==> src/rtl/pc_pkg.sv <==
// Shared types for the program counter / return-stack block.
// The command enum is the outcome of the per-cycle priority decode.
package pc_pkg;

   localparam int PC_WIDTH = 16;
   localparam int PC_DEPTH = 8;

   typedef enum logic [2:0] {
      PC_RESET = 3'd0,
      PC_POP   = 3'd1,
      PC_LOAD  = 3'd2,
      PC_INC   = 3'd3,
      PC_HOLD  = 3'd4
   } pc_cmd_t;

   // Priority: reset > pop > load > inc > hold.
   function automatic pc_cmd_t pc_decode(input logic rst, input logic pop,
                                         input logic load, input logic inc);
      if (rst)       return PC_RESET;
      else if (pop)  return PC_POP;
      else if (load) return PC_LOAD;
      else if (inc)  return PC_INC;
      else           return PC_HOLD;
   endfunction

endpackage

==> src/rtl/pc_stack_if.sv <==
// Fetch-path control/status bundle between the jump mux side and the PC.
interface pc_stack_if #(
   parameter int WIDTH = pc_pkg::PC_WIDTH,
   parameter int DEPTH = pc_pkg::PC_DEPTH
);
   localparam int DW = $clog2(DEPTH) + 1;

   logic [WIDTH-1:0] in;
   logic             load;
   logic             inc;
   logic             push;
   logic             pop;
   logic [WIDTH-1:0] out;
   logic [DW-1:0]    depth;
   logic             empty;
   logic             full;
   logic             err;

   modport master (
      output in, load, inc, push, pop,
      input  out, depth, empty, full, err
   );

   modport slave (
      input  in, load, inc, push, pop,
      output out, depth, empty, full, err
   );
endinterface

==> src/rtl/pc_stack_ret_stack.sv <==
// DEPTH x WIDTH return-address LIFO. Pop wins over push; a push in the
// same cycle as a pop, or into a full stack, is dropped.
module ret_stack #(
   parameter int WIDTH = 16,
   parameter int DEPTH = 8,
   localparam int AW   = $clog2(DEPTH)
) (
   input  logic             clk,
   input  logic             srst,
   input  logic             push_i,
   input  logic             pop_i,
   input  logic [WIDTH-1:0] din_i,
   output logic [WIDTH-1:0] top_o,
   output logic [AW:0]      depth_o,
   output logic             full_o,
   output logic             empty_o,
   output logic             over_o,
   output logic             under_o
);

   logic [WIDTH-1:0] mem_q [DEPTH];
   logic [AW:0]      depth_q, depth_d;
   logic [AW-1:0]    wr_idx, top_idx;
   logic             do_push, do_pop;

   assign empty_o = (depth_q == '0);
   assign full_o  = (depth_q == (AW+1)'(DEPTH));

   assign do_pop  = pop_i & ~empty_o;
   assign do_push = push_i & ~pop_i & ~full_o;

   assign over_o  = push_i & ~pop_i & full_o;
   assign under_o = pop_i & empty_o;

   // A full stack has depth_q[AW-1:0]==0, so the decrement wraps to DEPTH-1.
   assign wr_idx  = depth_q[AW-1:0];
   assign top_idx = depth_q[AW-1:0] - AW'(1);

   assign top_o   = mem_q[top_idx];
   assign depth_o = depth_q;

   always_comb begin
      depth_d = depth_q;
      if (do_pop)
         depth_d = depth_q - (AW+1)'(1);
      else if (do_push)
         depth_d = depth_q + (AW+1)'(1);
   end

   always_ff @(posedge clk) begin
      if (srst)
         depth_q <= '0;
      else
         depth_q <= depth_d;
   end

   // Contents are don't-care after reset, so the array carries no reset.
   always_ff @(posedge clk) begin
      if (!srst && do_push)
         mem_q[wr_idx] <= din_i;
   end

endmodule

==> src/rtl/pc_stack.sv <==
// Program counter with integrated return-address stack. Holds the PC
// register, the per-cycle priority decode and the sticky error flag.
module pc_stack
   import pc_pkg::*;
#(
   parameter int WIDTH = PC_WIDTH,
   parameter int DEPTH = PC_DEPTH
) (
   input logic         clk,
   input logic         reset,
   pc_stack_if.slave   bus
);

   localparam int AW = $clog2(DEPTH);

   logic [WIDTH-1:0] pc_q, pc_d;
   logic             err_q, err_d;
   logic [WIDTH-1:0] pc_plus1;
   logic [WIDTH-1:0] stk_top;
   logic [AW:0]      stk_depth;
   logic             stk_full, stk_empty, stk_over, stk_under;
   pc_cmd_t          cmd;

   assign pc_plus1 = pc_q + WIDTH'(1);
   assign cmd      = pc_decode(reset, bus.pop, bus.load, bus.inc);

   ret_stack #(
      .WIDTH (WIDTH),
      .DEPTH (DEPTH)
   ) u_ret_stack (
      .clk     (clk),
      .srst    (reset),
      .push_i  (bus.push),
      .pop_i   (bus.pop),
      .din_i   (pc_plus1),
      .top_o   (stk_top),
      .depth_o (stk_depth),
      .full_o  (stk_full),
      .empty_o (stk_empty),
      .over_o  (stk_over),
      .under_o (stk_under)
   );

   always_comb begin
      pc_d = pc_q;
      unique case (cmd)
         PC_RESET: pc_d = '0;
         PC_POP:   if (!stk_empty) pc_d = stk_top;
         PC_LOAD:  pc_d = bus.in;
         PC_INC:   pc_d = pc_plus1;
         default:  pc_d = pc_q;
      endcase
   end

   // Push alongside pop is a conflict even when the pop itself is legal.
   always_comb begin
      err_d = err_q;
      if (stk_over || stk_under || (bus.push && bus.pop))
         err_d = 1'b1;
   end

   always_ff @(posedge clk) begin
      if (reset) begin
         pc_q  <= '0;
         err_q <= 1'b0;
      end else begin
         pc_q  <= pc_d;
         err_q <= err_d;
      end
   end

   assign bus.out   = pc_q;
   assign bus.depth = stk_depth;
   assign bus.empty = stk_empty;
   assign bus.full  = stk_full;
   assign bus.err   = err_q;

endmodule

==> src/flat_wrapper.sv <==
// flat-port wrapper written by rule: the top's interface ports become plain ports
module pc_stack_flat import pc_pkg::*;
#(
   parameter int WIDTH = PC_WIDTH,
   parameter int DEPTH = PC_DEPTH
)
  (clk, reset, bus_in, bus_load, bus_inc, bus_push, bus_pop, bus_out, bus_depth, bus_empty, bus_full, bus_err);
  pc_stack_if #(.WIDTH(WIDTH), .DEPTH(DEPTH)) bus_i ();
  input logic clk;
  input logic reset;
  input wire logic [$bits(bus_i.in)-1:0] bus_in;
  input wire logic [$bits(bus_i.load)-1:0] bus_load;
  input wire logic [$bits(bus_i.inc)-1:0] bus_inc;
  input wire logic [$bits(bus_i.push)-1:0] bus_push;
  input wire logic [$bits(bus_i.pop)-1:0] bus_pop;
  output wire logic [$bits(bus_i.out)-1:0] bus_out;
  output wire logic [$bits(bus_i.depth)-1:0] bus_depth;
  output wire logic [$bits(bus_i.empty)-1:0] bus_empty;
  output wire logic [$bits(bus_i.full)-1:0] bus_full;
  output wire logic [$bits(bus_i.err)-1:0] bus_err;
  assign bus_i.in = bus_in;
  assign bus_i.load = bus_load;
  assign bus_i.inc = bus_inc;
  assign bus_i.push = bus_push;
  assign bus_i.pop = bus_pop;
  assign bus_out = bus_i.out;
  assign bus_depth = bus_i.depth;
  assign bus_empty = bus_i.empty;
  assign bus_full = bus_i.full;
  assign bus_err = bus_i.err;
  pc_stack #(.WIDTH(WIDTH), .DEPTH(DEPTH)) u_core (.clk(clk), .reset(reset), .bus(bus_i));
endmodule
==> config.mk <==
export PLATFORM = sky130hd
export DESIGN_NAME = pc_stack_flat
export DESIGN_NICKNAME = d
export VERILOG_FILES = /design/src/rtl/pc_pkg.sv /design/src/rtl/pc_stack_if.sv /design/src/rtl/pc_stack_ret_stack.sv /design/src/rtl/pc_stack.sv /design/src/flat_wrapper.sv
export SDC_FILE = /design/constraint.sdc
export NUM_CORES = 1
export LEC_CHECK = 0
export ABC_AREA = 1
export CORE_MARGIN = 2
export CORE_UTILIZATION = 35
export DETAILED_ROUTE_END_ITERATION = 12
export GPL_TIMING_DRIVEN = 1
export PLACE_DENSITY = 0.48
export SLEW_MARGIN = 20
export SYNTH_ARGS = -nofsm -noshare
export SYNTH_HDL_FRONTEND = slang
export SYNTH_SLANG_ARGS = --single-unit
==> constraint.sdc <==
create_clock -name clk -period 9.6 [get_ports clk]
set_input_delay 1.92 -clock clk [delete_from_list [all_inputs] [get_ports clk]]
set_output_delay 1.92 -clock clk [all_outputs]
set_load 0.1 [all_outputs]
# Word level (Yosys, flattened, before mapping)
# Memories as Yosys holds them, arrays and structs flattened.
# Index checks and enable logic that the tools add are counted.
[op_classes]
n_addsub = 4
mul = 0
div = 0
n_lt_le_gt_ge = 0
eq_ne = 5
n_shift = 0
mux = 10
bitwise = 8
n_reduce_logical = 10
[ops]
columns = ["cell", "n"]
rows = [
  ["one-hot mux 16 bit (4 select lines)", 1],
  ["adder 16 x 1 -> 16 bit, second input constant", 1],
  ["two-way mux 16 bit", 1],
  ["two-way mux 3 bit", 4],
  ["two-way mux 4 bit", 2],
  ["equality test 3 x 2 -> 1 bit, second input constant", 2],
  ["AND 1 bit", 5],
  ["adder 4 x 1 -> 4 bit, second input constant", 1],
  ["equality test 4 bit, second input constant", 1],
  ["zero test 4 bit", 1],
  ["nonzero test 4 bit", 1],
  ["subtractor 4 x 1 -> 4 bit, second input constant", 1],
  ["equality test 3 x 1 -> 1 bit, second input constant", 1],
  ["zero test 3 bit", 1],
  ["inverter 1 bit", 3],
  ["subtractor 3 x 1 -> 3 bit, second input constant", 1],
  ["logical AND 1 bit", 2],
  ["logical OR 1 bit", 2],
  ["two-way mux 1 bit", 2],
  ["!= test 2 bit, second input constant", 1],
  ["AND reduction 2 bit", 1],
  ["nonzero test 2 bit", 1],
  ["zero test 1 bit", 1],
]
[word_totals]
ff_bits = 21
latch_bits = 0
mem_bits_rw = 128
romBits = 0
inputBits = 22
output_inout_bits = 23
n_memories = 1
[memory_table]
columns = ["name", "words", "word_bits", "read_ports", "rd_clocked_by_memory_dff", "wr", "line", "text"]
rows = [
  ["u_core.u_ret_stack.mem_q", 8, 16, 1, 0, 1, "pc_stack_ret_stack.sv:21", "logic [WIDTH-1:0] mem_q [DEPTH];"],
]

# Depth between registers and ports, before layout
[depth]
depth_word = 7
depth_mapped = 19

# Cells and area by module
# Synthesis repeated with hierarchy kept, for this count alone.
[unflattened]
hier_cells = 670
area_unflattened_um2 = 6744.0
[modules_own_cells]
columns = ["module", "n_inst", "cells_each", "area_per_inst_um2", "seq_area_each_um2"]
rows = [
  ["ret_stack", 1, 447, 5431.5, 3923.8],
  ["pc_stack", 1, 223, 1312.5, 340.3],
]

# Worst setup path after synthesis
# OpenSTA, ideal clock, no wires.
[synth_path]
path_type = "flip-flop to output port"
start = "register u_core.u_ret_stack.depth_q[0], in the netlist u_core.u_ret_stack.depth_o[0]"
end = "output port bus_full"
arrival_time_ps = 2445
setup_slack_ps = 5235
stages_incl_launch_ff = 8
path_buffers = 3
path_cell_list = "dfxtp_1 > buf_2 > inv_1 > buf_4 > buf_2 > ha_1 > nand3_1 > inv_1"
[synth_between]
elab_chain_len = 1
[synth_rtl]
columns = ["element", "line", "text"]
rows = [
  ["from (decl)", "pc_stack_ret_stack.sv:22", "logic [AW:0] depth_q, depth_d;"],
  ["from (signal assigned)", "pc_stack_ret_stack.sv:54", "depth_q <= depth_d;"],
  ["equality test 4 bit", "pc_stack_ret_stack.sv:27", "assign full_o = (depth_q == (AW+1)'(DEPTH));"],
  ["to (decl)", "flat_wrapper.sv:19", "output wire logic [$bits(bus_i.full)-1:0] bus_full;"],
]
# No other way between the ends.

# Worst setup path after layout
[layout_path]
start = "register u_core.u_ret_stack.depth_q[1], in the netlist u_core.u_ret_stack.depth_o[1]"
end = "output port bus_full"
# The elaborated chain is that of the path after synthesis.

==> metrics.cfg <==
[timing]
worst_slew_pin_slew_ns=0.982
timing.final.setup_violations=0
post-route-period-util_pct=48.1
clock_skew_ns=0.00730
setup_tns_ns=0
hold_violations=0
timing.slew.headroom_pct=34.3
timing_max_transition_violations_final=0
fin_crit_ns=4.62
grt_setup_unrepaired=no
fmaxAchievable_ghz=0.217

[critical_path]
crit_slowest_cell=clkdlybuf4s50_1
crit_chain=inv_1 > ha_1 > nand3_1 > inv_1 > clkdlybuf4s50_1
worst_ep_required_time_ns=7.68
timing.critical_path.from_type=flip-flop
startpoint=u_core.u_ret_stack.depth_o[1]$_SDFFE_PP0P_
worstRegToRegCells=11
critical_path.endpoint=bus_full
critical_path_peak_fanout=8
crit_path_end_kind=primary output
worst_r2r_endpoint=u_core.bus.out[7]$_SDFFE_PP0P_
cpMostUsedCell=inv_1
worstSetupPathType=reg2out
timing.rr.start=u_core.u_ret_stack.depth_o[1]$_SDFFE_PP0P_
critPathArrivalTime_ns=2.70
rrSetupSlack_ns=6.68
slowest_delay_ns=1.14

[worst_hold_path]
hold-path-cell-count=2
worstHoldPathType=reg2reg

[cts]
cts_repair_resize_count=0
cts_tree=done
h-tree-depth=4
clock_latency_ns=0.42
clkTransAtPathRegs_ns=0.06
postCtsSetupRepairBufs=0
clock_sink_total=149
numCtsBuffers=17
clock_path_buffers=2
clock_tree.root_cell=clkbuf_16
cts-hold-fix-buffers=0

[grt]
grtUsageTotal_pct=18.0
gr-total-overflow=0
grt_start_max_net_pins=68
grt_pass1_vias=4847
grt_pass1_wl_um=27300
grt_antenna_before_repair=0

[yosys]
post_synth_inst_count=705
synth-seq-cells=149
synth.top_cells.by_count=187 x nand2_1, 128 x edfxtp_1, 108 x nor2_1
synthFlopType=edfxtp_1
synth.net_count=730
post-synth-top-count-cell=nand2_1
yosys.cell_types.count=30
yosysWarnings=0
yosysTopAreaCellShare_pct=57.0
synth_top_area_cell=edfxtp_1
synth-edff-count=128
synth_seq_area_share_pct=63.3
synth_area_per_cell_um2=9.56
synth-async-reset-ratio_pct=0
largest_cells_by_area_after_synthesis=edfxtp_1 57%, nand2_1 10%, dfxtp_1 6.2%, nor2_1 6.0%, nand3_1 5.6%
post_synth_instance_area_um2=6740

[die]
die-area_um2=20400
die-height_um=143
row_count=50
ioPinCount=45
start_util_pct=35.8
core_region_area_um2=18800
fp.dieW_um=143

[flow_run]
drv_cap=0

[route]
detail_route.vias_per_cell=4.82
drc=0
drt_iter0_drc=282
route.antenna.remaining_nets=0
num_vias=4936
drt_pre_antenna_iters=5
routed_wl_um=17500
route.detailed.wl_per_inst_um=17.1

[layout]
drive_gt1_share_pct=7.46
fin_util_pct=43.0
fillers=1819
area.growth.synth_to_final_pct=20.0
final_nets=777
n_antenna_cell=0

[power]
power.density_nw_per_um2=293
p_leak_nw=3.10
ir_drop_mv=0.161
total_power_mw=2.37

[placement]
portBuffers=44
dpl.hpwl_um=10900
routability_congestion_estimate=0.832

[run_status]
run_status=finished clean

[layout make-up]
type,count,area [um^2],area share [%]
Clock buffer,17,425,5.26
Clock inverter,14,185,2.29
Inverter,56,213,2.63
Multi-Input combinational cell,472,2140,26.5
Sequential cell,149,4270,52.7
Tap cell,260,325,4.02
Timing Repair Buffer,56,531,6.56
[layout by cell type (no fill, tap or decap), drive strengths merged]
master and count:
ha 3, bufinv 4, clkbuf 17, a21oi 5, buf 12, or2 1
and2 6, xnor2 2, nor2 110, o21bai 2, nand2 188, dfxtp 21
nor4 1, clkdlybuf4s50 44, clkinv 6, nand4 6, o21ai 56, clkinvlp 3
nor3 5, edfxtp 128, o22ai 1, inv 57, xor2 2, nand3 75
o211ai 9
[worst min path at each step]
stage,start,to,slack (ns)
6_report,u_core.bus.err$_SDFFE_PP0P_,u_core.bus.err$_SDFFE_PP0P_,0.46
3_5_place_dp,u_core.bus.err$_SDFFE_PP0P_,u_core.bus.err$_SDFFE_PP0P_,0.46
3_3_place_gp,u_core.bus.err$_SDFFE_PP0P_,u_core.bus.err$_SDFFE_PP0P_,0.44
5_1_grt,u_core.bus.err$_SDFFE_PP0P_,u_core.bus.err$_SDFFE_PP0P_,0.51
2_1_floorplan,u_core.u_ret_stack.mem_q[2][0]$_DFFE_PP_,u_core.bus.out[0]$_SDFFE_PP0P_,0.63
4_1_cts,u_core.bus.err$_SDFFE_PP0P_,u_core.bus.err$_SDFFE_PP0P_,0.47
[stage by stage]
step | worst slack (ns) | cell area (um^2) | hold slack [ns] | std cells
6_report | 4.98 | 8090 | 0.464 | 1024
5_1_grt | 4.85 | 8090 | 0.509 | 1024
4_1_cts | 4.96 | 8090 | 0.475 | 1024
3_5_place_dp | 5.44 | 7480 | 0.463 | 993
3_3_place_gp | 5.45 | 7480 | 0.445 | 993
2_1_floorplan | 5.23 | 6740 | 0.633 | 705
[report_power, final]
group          total (mW)  internal [mW]  switching (mW)
combinational       0.820          0.201           0.620
clock               0.691          0.431           0.260
sequential          0.855          0.801          0.0541
[worst max-delay path: cells and delay by family (launching register included)]
kind | cells | cell delay, ns
adders and majority gates | 1 | 0.31
buffers and inverters | 3 | 1.41
and+or+nand+nor | 1 | 0.16
DFF | 1 | 0.40
[per-layer routing]
metal	part of all wire [%]	GRT usage (%)	vias to the layer above	wire length [um]
met3	3.4	3.69	12	587
met1	50	25.1	2360	8680
met4	1.0	5.21	0	180
li1	-	-	2457	-
met2	46	28.5	107	8020
met5	0	0	-	0
[flip-flops by register name (all words and copies together), names as in the netlist]
signal and cells:
u_core.u_ret_stack.depth_o 4, u_core.bus.out 16, u_core.u_ret_stack.mem_q 128, u_core.bus.err 1
[kinds of logic after synthesis]
group / after synthesis / share of synthesized area (%)
xor+xnor: 4 / 0.631
buf+inv: 84 / 5.35
fa+ha+maj: 3 / 0.557
flops: 149 / 63.3
compound gates: 73 / 5.85
simple gates: 392 / 24.3
Note: power is estimated with default switching activity, not from simulation.
